$ cat src/rtl/adder_pkg.sv
// Shared arithmetic definitions for the small datapath adders.
// Latency: n/a (types and constants only).
// Backpressure: n/a.
// Contents: DEFAULT_ADD_WIDTH and the default-width sum/carry result struct used by the ALU.
package adder_pkg;

  localparam int DEFAULT_ADD_WIDTH = 4;

  // Result of a DEFAULT_ADD_WIDTH add; {cout, sum} is the full (WIDTH+1)-bit total.
  typedef struct packed {
    logic                         cout;
    logic [DEFAULT_ADD_WIDTH-1:0] sum;
  } add_result_t;

endpackage

$ cat src/rtl/full_adder.sv
// One-bit full-adder cell, the repeated stage of the ripple-carry chain.
// Latency: purely combinational.
// Backpressure: none.
// Ports: a, b, cin (inputs); s = a^b^cin, cout = majority(a, b, cin) (outputs).
module full_adder (
  input  logic a,
  input  logic b,
  input  logic cin,
  output logic s,
  output logic cout
);

  assign s    = a ^ b ^ cin;
  assign cout = (a & b) | (a & cin) | (b & cin);

endmodule

$ cat src/rtl/ripper_carry_adder.sv
// Registered unsigned ripple-carry adder: {cout, sum} <= A + B + cin0.
// Latency: 1 cycle; one result captured every rising clk edge.
// Backpressure: none (no enable, no handshake); rst clears outputs asynchronously.
// Ports: clk, rst (async active-high), A/B operands [WIDTH], cin0 carry-in,
//        sum [WIDTH] registered sum modulo 2^WIDTH, cout registered carry out of the MSB.
module ripper_carry_adder
  import adder_pkg::*;
#(
  parameter int WIDTH = DEFAULT_ADD_WIDTH
) (
  input  logic             clk,
  input  logic             rst,
  input  logic [WIDTH-1:0] A,
  input  logic [WIDTH-1:0] B,
  input  logic             cin0,
  output logic [WIDTH-1:0] sum,
  output logic             cout
);

  logic [WIDTH-1:0] sum_d;
  logic             cout_d;
  logic [WIDTH-1:0] sum_q;
  logic             cout_q;

  // Carry chain c[0..WIDTH]: stage i receives c[i] in g_stage[i].c_in and
  // produces c[i+1] in g_stage[i].c_out. Each link is its own net so the
  // ripple stays an acyclic chain of distinct signals stage to stage.
  for (genvar i = 0; i < WIDTH; i++) begin : g_stage
    logic c_in;
    logic c_out;

    if (i == 0) begin : g_first
      assign c_in = cin0;
    end else begin : g_link
      assign c_in = g_stage[i-1].c_out;
    end

    full_adder u_fa (
      .a    (A[i]),
      .b    (B[i]),
      .cin  (c_in),
      .s    (sum_d[i]),
      .cout (c_out)
    );
  end

  assign cout_d = g_stage[WIDTH-1].c_out;

  always_ff @(posedge clk or posedge rst) begin
    if (rst) begin
      sum_q  <= '0;
      cout_q <= 1'b0;
    end else begin
      sum_q  <= sum_d;
      cout_q <= cout_d;
    end
  end

  assign sum  = sum_q;
  assign cout = cout_q;

endmodule

$ cat config.mk
export PLATFORM = sky130hd
export DESIGN_NAME = ripper_carry_adder
export DESIGN_NICKNAME = d
export VERILOG_FILES = /design/src/rtl/adder_pkg.sv /design/src/rtl/full_adder.sv /design/src/rtl/ripper_carry_adder.sv
export SDC_FILE = /design/constraint.sdc
export NUM_CORES = 1
export LEC_CHECK = 0
export CORE_AREA = 2 2 39 41
export CTS_CLUSTER_SIZE = 20
export DETAILED_ROUTE_END_ITERATION = 16
export DIE_AREA = 0 0 41 43
export GPL_TIMING_DRIVEN = 0
export SLEW_MARGIN = 15
export SYNTH_ARGS = -nofsm -noshare
export SYNTH_HDL_FRONTEND = slang
export SYNTH_SLANG_ARGS = --single-unit
$ cat constraint.sdc
create_clock -name clk -period 1.05 [get_ports clk]
set_clock_uncertainty 0.05 [all_clocks]
set_input_delay 0.21 -clock clk [delete_from_list [all_inputs] [get_ports clk]]
set_output_delay 0.21 -clock clk [all_outputs]
set_load 0.01 [all_outputs]
==> results.md, run 1 <==
* # hold bufs at CTS at 0
* Tmin final at 1.65 ns
* Layout cell share with drive strength beyond 1 at 0.564
* Via-to-Cell Ratio at 3.33
* Type of the most critical hold path: in -> async
* 1st-iter DRT viols at 0
* Vias in the first global route at 183
* Die area at 1760 sq um
* Post-Route WL at 410 microns
* Routed Antenna Nets at 0
* Largest family of logic cells by synthesized area: adder cells
* I/O pins at 16
* Pwr/cell area at 1310 nW/um^2
* Initial Util at 0.178
* Cell taking the most area after synthesis: dfrtp_1
* CTS sink count at 5
* CP arrival at 1.78 ns
* Pre-Repair DR Iteration Count at 1
* Final Setup Violations at 4
* Post-detail-place hpwl at 379 microns
* Global placement routability congestion at 0.588
* Syn Nets at 35
* Worst-path clk slew at 0.04 ns
* TritonCTS clock tree: yes
* Max Cap Viol at 0
* Final instance area at 457 sq um
* Synth Area in Adders at 0.325
* Largest net degree at the start of global routing at 6
* First-pass GRT wire length at 724 microns
* Die Ht at 43 microns
* Failing checks: setup timing
* CP Capture Type: flop
* Placed Area at 444 sq um
* Gate Count Post-Synth at 20
* Status: finished with violations
* Placed Cells incl. Taps at 51
* # rows at 14
* CTS HTree Levels at 1
* GRT Resource Usage Total at 0.0688
* FFs w/ async S/R, synth at 1.00
* Synth Area in XOR/XNOR at 0
* Nets@finish at 55
* Count of cell types in the netlist at 3
* Synth Flop Type: dfrtp_1
* Core Region at 1380 sq um
* Final TNS setup at -1.29 ns
* Compound-gate portion of the synthesized area at 0
* EDFF count, synth at 0
* Slew headroom at 0.871
* Initial antenna violation count at 0
* Pins Over Slew Limit at 0
* Global route total overflow at 0
* Warnings from Yosys at 0
* Critical path start-end classification: in -> reg
* DIE WIDTH at 41 microns
* Most frequent cell after synthesis: inv_1
* Simple-gate portion of the synthesized area at 0
* Routed vias at 183
* Post-synth top cells: inv_1 (11), dfrtp_1 (5), fa_1 (4)
* Worst-Margin Slew at 0.193 ns
* Critical path peak fanout at 1
* Setup WS post-layout at -0.601 ns
* Clock Tree Buf Depth at 2
* Clock root buffer: clkbuf_4
* ANT cells at 0
* DR WL/cell at 7.45 microns
* Required @ worst endpoint at 1.18 ns
* Area grow syn2layout at 85.3%
* Worst setup SP type: primary input
* Syn Std Cell Area at 246 sq um
* Synth area leaders: dfrtp_1 (51%), fa_1 (32%), inv_1 (17%)
* Fmax at 606 MHz
* Avg Synthesized Cell Area at 12.3 sq um
* Post-synthesis mux area share at 0
* # DRC at 0
* Final Non-Filler Cells at 55
* Leakage at 0.224 nW
* Fin. Hold Viols at 0
* Post-route clock period utilization at 1.57
* Count of input and output buffers at 15
* Synth top area share at 0.508
* Peak VDD IR at 0.000329 V
* Seq/Total Area, Yosys at 0.508
* Number of synthesized register bits at 5
* RSZ-0062 raised after global routing: true
* Clock buffer count from CTS at 3
[sequential cells by signal, summed over array words and instances, names as in the netlist]
register  cells
sum           4
cout          1
[routing by layer]
metal | up-vias | global-route usage | share of wire
li1 | 87 | - | -
met1 | 84 | 0.0592 | 0.36
met2 | 12 | 0.0906 | 0.48
met3 | 0 | 0.0471 | 0.17
met4 | 0 | 0.0800 | 0
met5 | - | 0 | 0
[repair_timing]
action,CTS,global route
setup endpoints to repair,10,4
setup buffers,0,0
gates resized for setup,39,5
pin swaps,4,4
[report_power, final]
group          leakage [nW]  total [mW]  switching (mW)  internal [mW]
clock network        0.0150       0.214          0.0709          0.143
logic                 0.151       0.155          0.0732         0.0819
registers            0.0583       0.230         0.00573          0.224
total                 0.224       0.599           0.150          0.449
[cells in the final DEF (no fill, tap or decap)]
master           instances
dfrtp_1                  5
clkdlybuf4s50_1          5
buf_2                    5
inv_2                    4
inv_1                    4
fa_2                     4
clkbuf_4                 3
buf_8                    2
dlygate4sd2_1            2
clkinv_4                 1
inv_12                   1
inv_4                    1
clkbuf_1                 1
buf_6                    1
[per-stage QoR]
step / hold WS [ns] / util / setup slack [ns] / power, mW
after floorplan: -0.0615 / - / -0.693 / 0.299
after global placement: 0.370 / 0.321 / -1.38 / 0.414
after detailed placement: 0.376 / 0.321 / -1.39 / 0.418
after CTS: 0.118 / 0.325 / -0.679 / 0.611
after global routing: 0.150 / 0.330 / -0.624 / 0.664
final: 0.120 / 0.330 / -0.601 / 0.599
[layout make-up]
cell class | instances | area [sq um]
timing repair buffer | 15 | 134
sequential | 5 | 125
fill | 153 | 927
inverter | 11 | 61.3
clock buffer | 4 | 26.3
tap | 16 | 20.0
multi-input combinational | 4 | 90.1
[logic make-up (layout without fill, tap and decap cells)]
kind of cell               Yosys count  count (layout)
adders and majority gates            4               4
buffers and inverters               11              30
DFF                                  5               5
[worst max-delay path, stage by stage]
cell	delay, ns
buf_8	0.11
inv_12	0.04
fa_2	0.18
inv_2	0.04
fa_2	0.33
fa_2	0.34
inv_2	0.06
fa_2	0.43
inv_2	0.05
[final timing paths]
kind                       from      to
hold / removal              rst  sum[3]
setup / recovery           A[0]  sum[3]
min in group clk           cin0  sum[0]
max in group asynchronous   rst  sum[1]
No activity file was read; power rests on OpenSTA's default activity.
==> inputs of run 2 (changes only) <==
--- a/config.mk
+++ b/config.mk
@@ -5,10 +5,12 @@
 export SDC_FILE = /design/constraint.sdc
 export NUM_CORES = 1
 export LEC_CHECK = 0
+export ABC_AREA = 0
 export CORE_AREA = 2 2 39 41
 export CTS_CLUSTER_SIZE = 20
 export DETAILED_ROUTE_END_ITERATION = 16
 export DIE_AREA = 0 0 41 43
+export DONT_BUFFER_PORTS = 1
 export GPL_TIMING_DRIVEN = 0
 export SLEW_MARGIN = 15
 export SYNTH_ARGS = -nofsm -noshare
==> run 2 against run 1 <==
The run still ends with setup timing left. Global-route usage decreased by 0.74 points. Sequential power increased by 10%. Final cell count decreased by 25%. Setup slack improved by 0.081 ns. Sequential share of layout area increased by 9.9 points. Core utilization decreased by 8.8 points. Non-clock buffer count decreased by 14. Design area decreased by 27%. Fmax increased by 5.1%.
==> results.md, run 2 (synthesis gave the netlist of run 1 again) <==
* Layout cell share with drive strength beyond 1 at 0.560 (was 0.564)
* Register area at 125 sq um (unchanged)
* Vias in the first global route at 171 (was 183)
* WHS Path Cells at 1
* Routed Antenna Nets at 0 (unchanged)
* Placed Area at 294 sq um (was 444 sq um)
* Int Pwr at 403 uW (was 449 uW)
* Worst setup SP type: primary input (unchanged)
* Global placement routability congestion at 0.499 (was 0.588)
* Leading cell type in the layout, fill and taps excluded: dfrtp_1
* Clock buffer count from CTS at 3 (unchanged)
* Peak VDD IR at 0.000230 V (was 0.000329 V)
* Initial antenna violation count at 0 (unchanged)
* Fin. Hold Viols at 0 (unchanged)
* Type of the most critical hold path: in -> reg (was in -> async)
* Core Region at 1380 sq um (unchanged)
* Global route total overflow at 0 (unchanged)
* Via-to-Cell Ratio at 3.49 (was 3.33)
* Critical path peak fanout at 1 (unchanged)
* Failing checks: setup timing (unchanged)
* Max reg flops at 4 (unchanged)
* NetSw at 138 uW (was 150 uW)
* CP Capture Type: flop (unchanged)
* Nets@finish at 41 (was 55)
* Die area at 1760 sq um (unchanged)
* Sw frac at 0.256 (was 0.250)
* CTS HTree Levels at 1 (unchanged)
* I/O pins at 16 (unchanged)
* TritonCTS clock tree: yes (unchanged)
* Fmax at 637 MHz (was 606 MHz)
* Required @ worst endpoint at 1.18 ns (about the same)
* DIE WIDTH at 41 microns (unchanged)
* Highest metal used: met4 (was met3)
* GRT Resource Usage Total at 0.0613 (was 0.0688)
* Clock root buffer: clkbuf_4 (unchanged)
* Die Ht at 43 microns (unchanged)
* Initial Util at 0.178 (unchanged)
* Area grow syn2layout at 36.0% (was 85.3%)
* Commonest cells after routing, fill and taps aside: dfrtp_1 (5), inv_2 (4), inv_1 (4), fa_2 (4), clkbuf_4 (3) (was dfrtp_1 (5), clkdlybuf4s50_1 (5), buf_2 (5))
* Largest net degree at the start of global routing at 6 (unchanged)
* Max Cap Viol at 0 (unchanged)
* DR WL/cell at 11.2 microns (was 7.45 microns)
* CTS sink count at 5 (unchanged)
* Worst-path clk slew at 0.04 ns (about the same)
* Count of input and output buffers at 0 (was 15)
* Post-Route WL at 460 microns (was 410 microns)
* Tmin final at 1.57 ns (was 1.65 ns)
* Worst-Margin Slew at 0.179 ns (was 0.193 ns)
* First-pass GRT wire length at 641 microns (was 724 microns)
* RSZ-0062 raised after global routing: true (unchanged)
* Final hold slack at 0.134 ns (was 0.120 ns)
* Routed met3 length at 47 microns (was 68 microns)
* Leakage at 0.159 nW (was 0.224 nW)
* CP arrival at 1.70 ns (was 1.78 ns)
* Post-route clock period utilization at 1.50 (was 1.57)
* M1 WL at 129 microns (was 146 microns)
* Critical path start-end classification: in -> reg (unchanged)
* Setup WS pre-CTS at -0.787 ns (was -1.39 ns)
* Setup WS post-layout at -0.521 ns (was -0.601 ns)
* # DRC at 0 (unchanged)
* # rows at 14 (unchanged)
* Pins Over Slew Limit at 0 (unchanged)
* Pre-Repair DR Iteration Count at 1 (unchanged)
* Status: finished with violations (unchanged)
* Clock power share at 0.400 (was 0.357)
* Met2 WL post-DR at 268 microns (was 196 microns)
* Routed vias at 143 (was 183)
* Final instance area at 335 sq um (was 457 sq um)
* Fillers at 143 (was 153)
* ANT cells at 0 (unchanged)
* 1st-iter DRT viols at 0 (unchanged)
* Hold path endpoint: sum[2]
* HP Start: B[2]
* Area of the multi-input gates at 90.1 sq um (unchanged)
* Clock Tree Buf Depth at 2 (unchanged)
* Final Setup Violations at 3 (was 4)
* Slew headroom at 0.880 (was 0.871)
* Share of power burned in combinational logic at 0.130 (was 0.259)
* Pwr/cell area at 1610 nW/um^2 (was 1310 nW/um^2)
* Post-detail-place hpwl at 415 microns (was 379 microns)
* Part of the power in registers at 0.470 (was 0.384)
-- run 2: layout make-up --
cell class | instances | share of cell area
Tap cell | 16 | 0.0597
Timing Repair Buffer | 1 | 0.0299
Inverter | 11 | 0.190
Multi-Input combinational cell | 4 | 0.269
Sequential cell | 5 | 0.373
Clock buffer | 4 | 0.0784
-- run 2: routing by layer --
metal	global-route usage	up-vias
li1	-	58
met1	0.0387	69
met2	0.116	14
met3	0	2
met4	0.0800	0
met5	0	-
-- run 2: worst max-delay path by stage --
stage,startpoint,end,slack [ns],depth (start not counted)
after CTS,A[0],sum[3],-0.53,8
after global placement,A[0],sum[3],-0.73,8
final,A[0],sum[3],-0.52,8
after global routing,B[0],sum[3],-0.57,8
after detailed placement,cin0,sum[3],-0.79,8
after floorplan,A[0],sum[3],-0.69,8
-- run 2: per-stage QoR --
| stage | TNS, ns | cells | total power [mW] | utilization |
|---|---|---|---|---|
| after detailed placement | -1.97 | 36 | 0.323 | 0.212 |
| final | -0.977 | 41 | 0.541 | 0.242 |
| after floorplan | -1.72 | 20 | 0.299 | - |
| after CTS | -0.986 | 41 | 0.550 | 0.241 |
| after global routing | -1.07 | 41 | 0.587 | 0.242 |
| after global placement | -1.85 | 36 | 0.311 | 0.212 |
-- run 2: power groups by stage --
stage	Clock, mW	Combinational (mW)	Sequential, mW
floorplan	0	0.0456	0.253
finish	0.216	0.0703	0.254
global route	0.241	0.0859	0.260
CTS	0.222	0.0728	0.255
global placement	0	0.0553	0.256
detailed placement	0	0.0651	0.258
-- run 2: timing repair --
action                                  4_1_cts  5_1_grt
hold buffers                                  1        0
pin swaps                                     0        0
endpoints found under the hold margin         5        0
endpoints found under the setup margin        3        3
gates resized for setup                       3        1
gates cloned                                  0        0
buffers inserted                              0        0
-- run 2: critical path, stage by stage --
cell	delay, ns
inv_12	0.03
fa_2	0.19
inv_2	0.04
fa_2	0.33
fa_2	0.34
inv_2	0.07
fa_2	0.43
inv_2	0.06
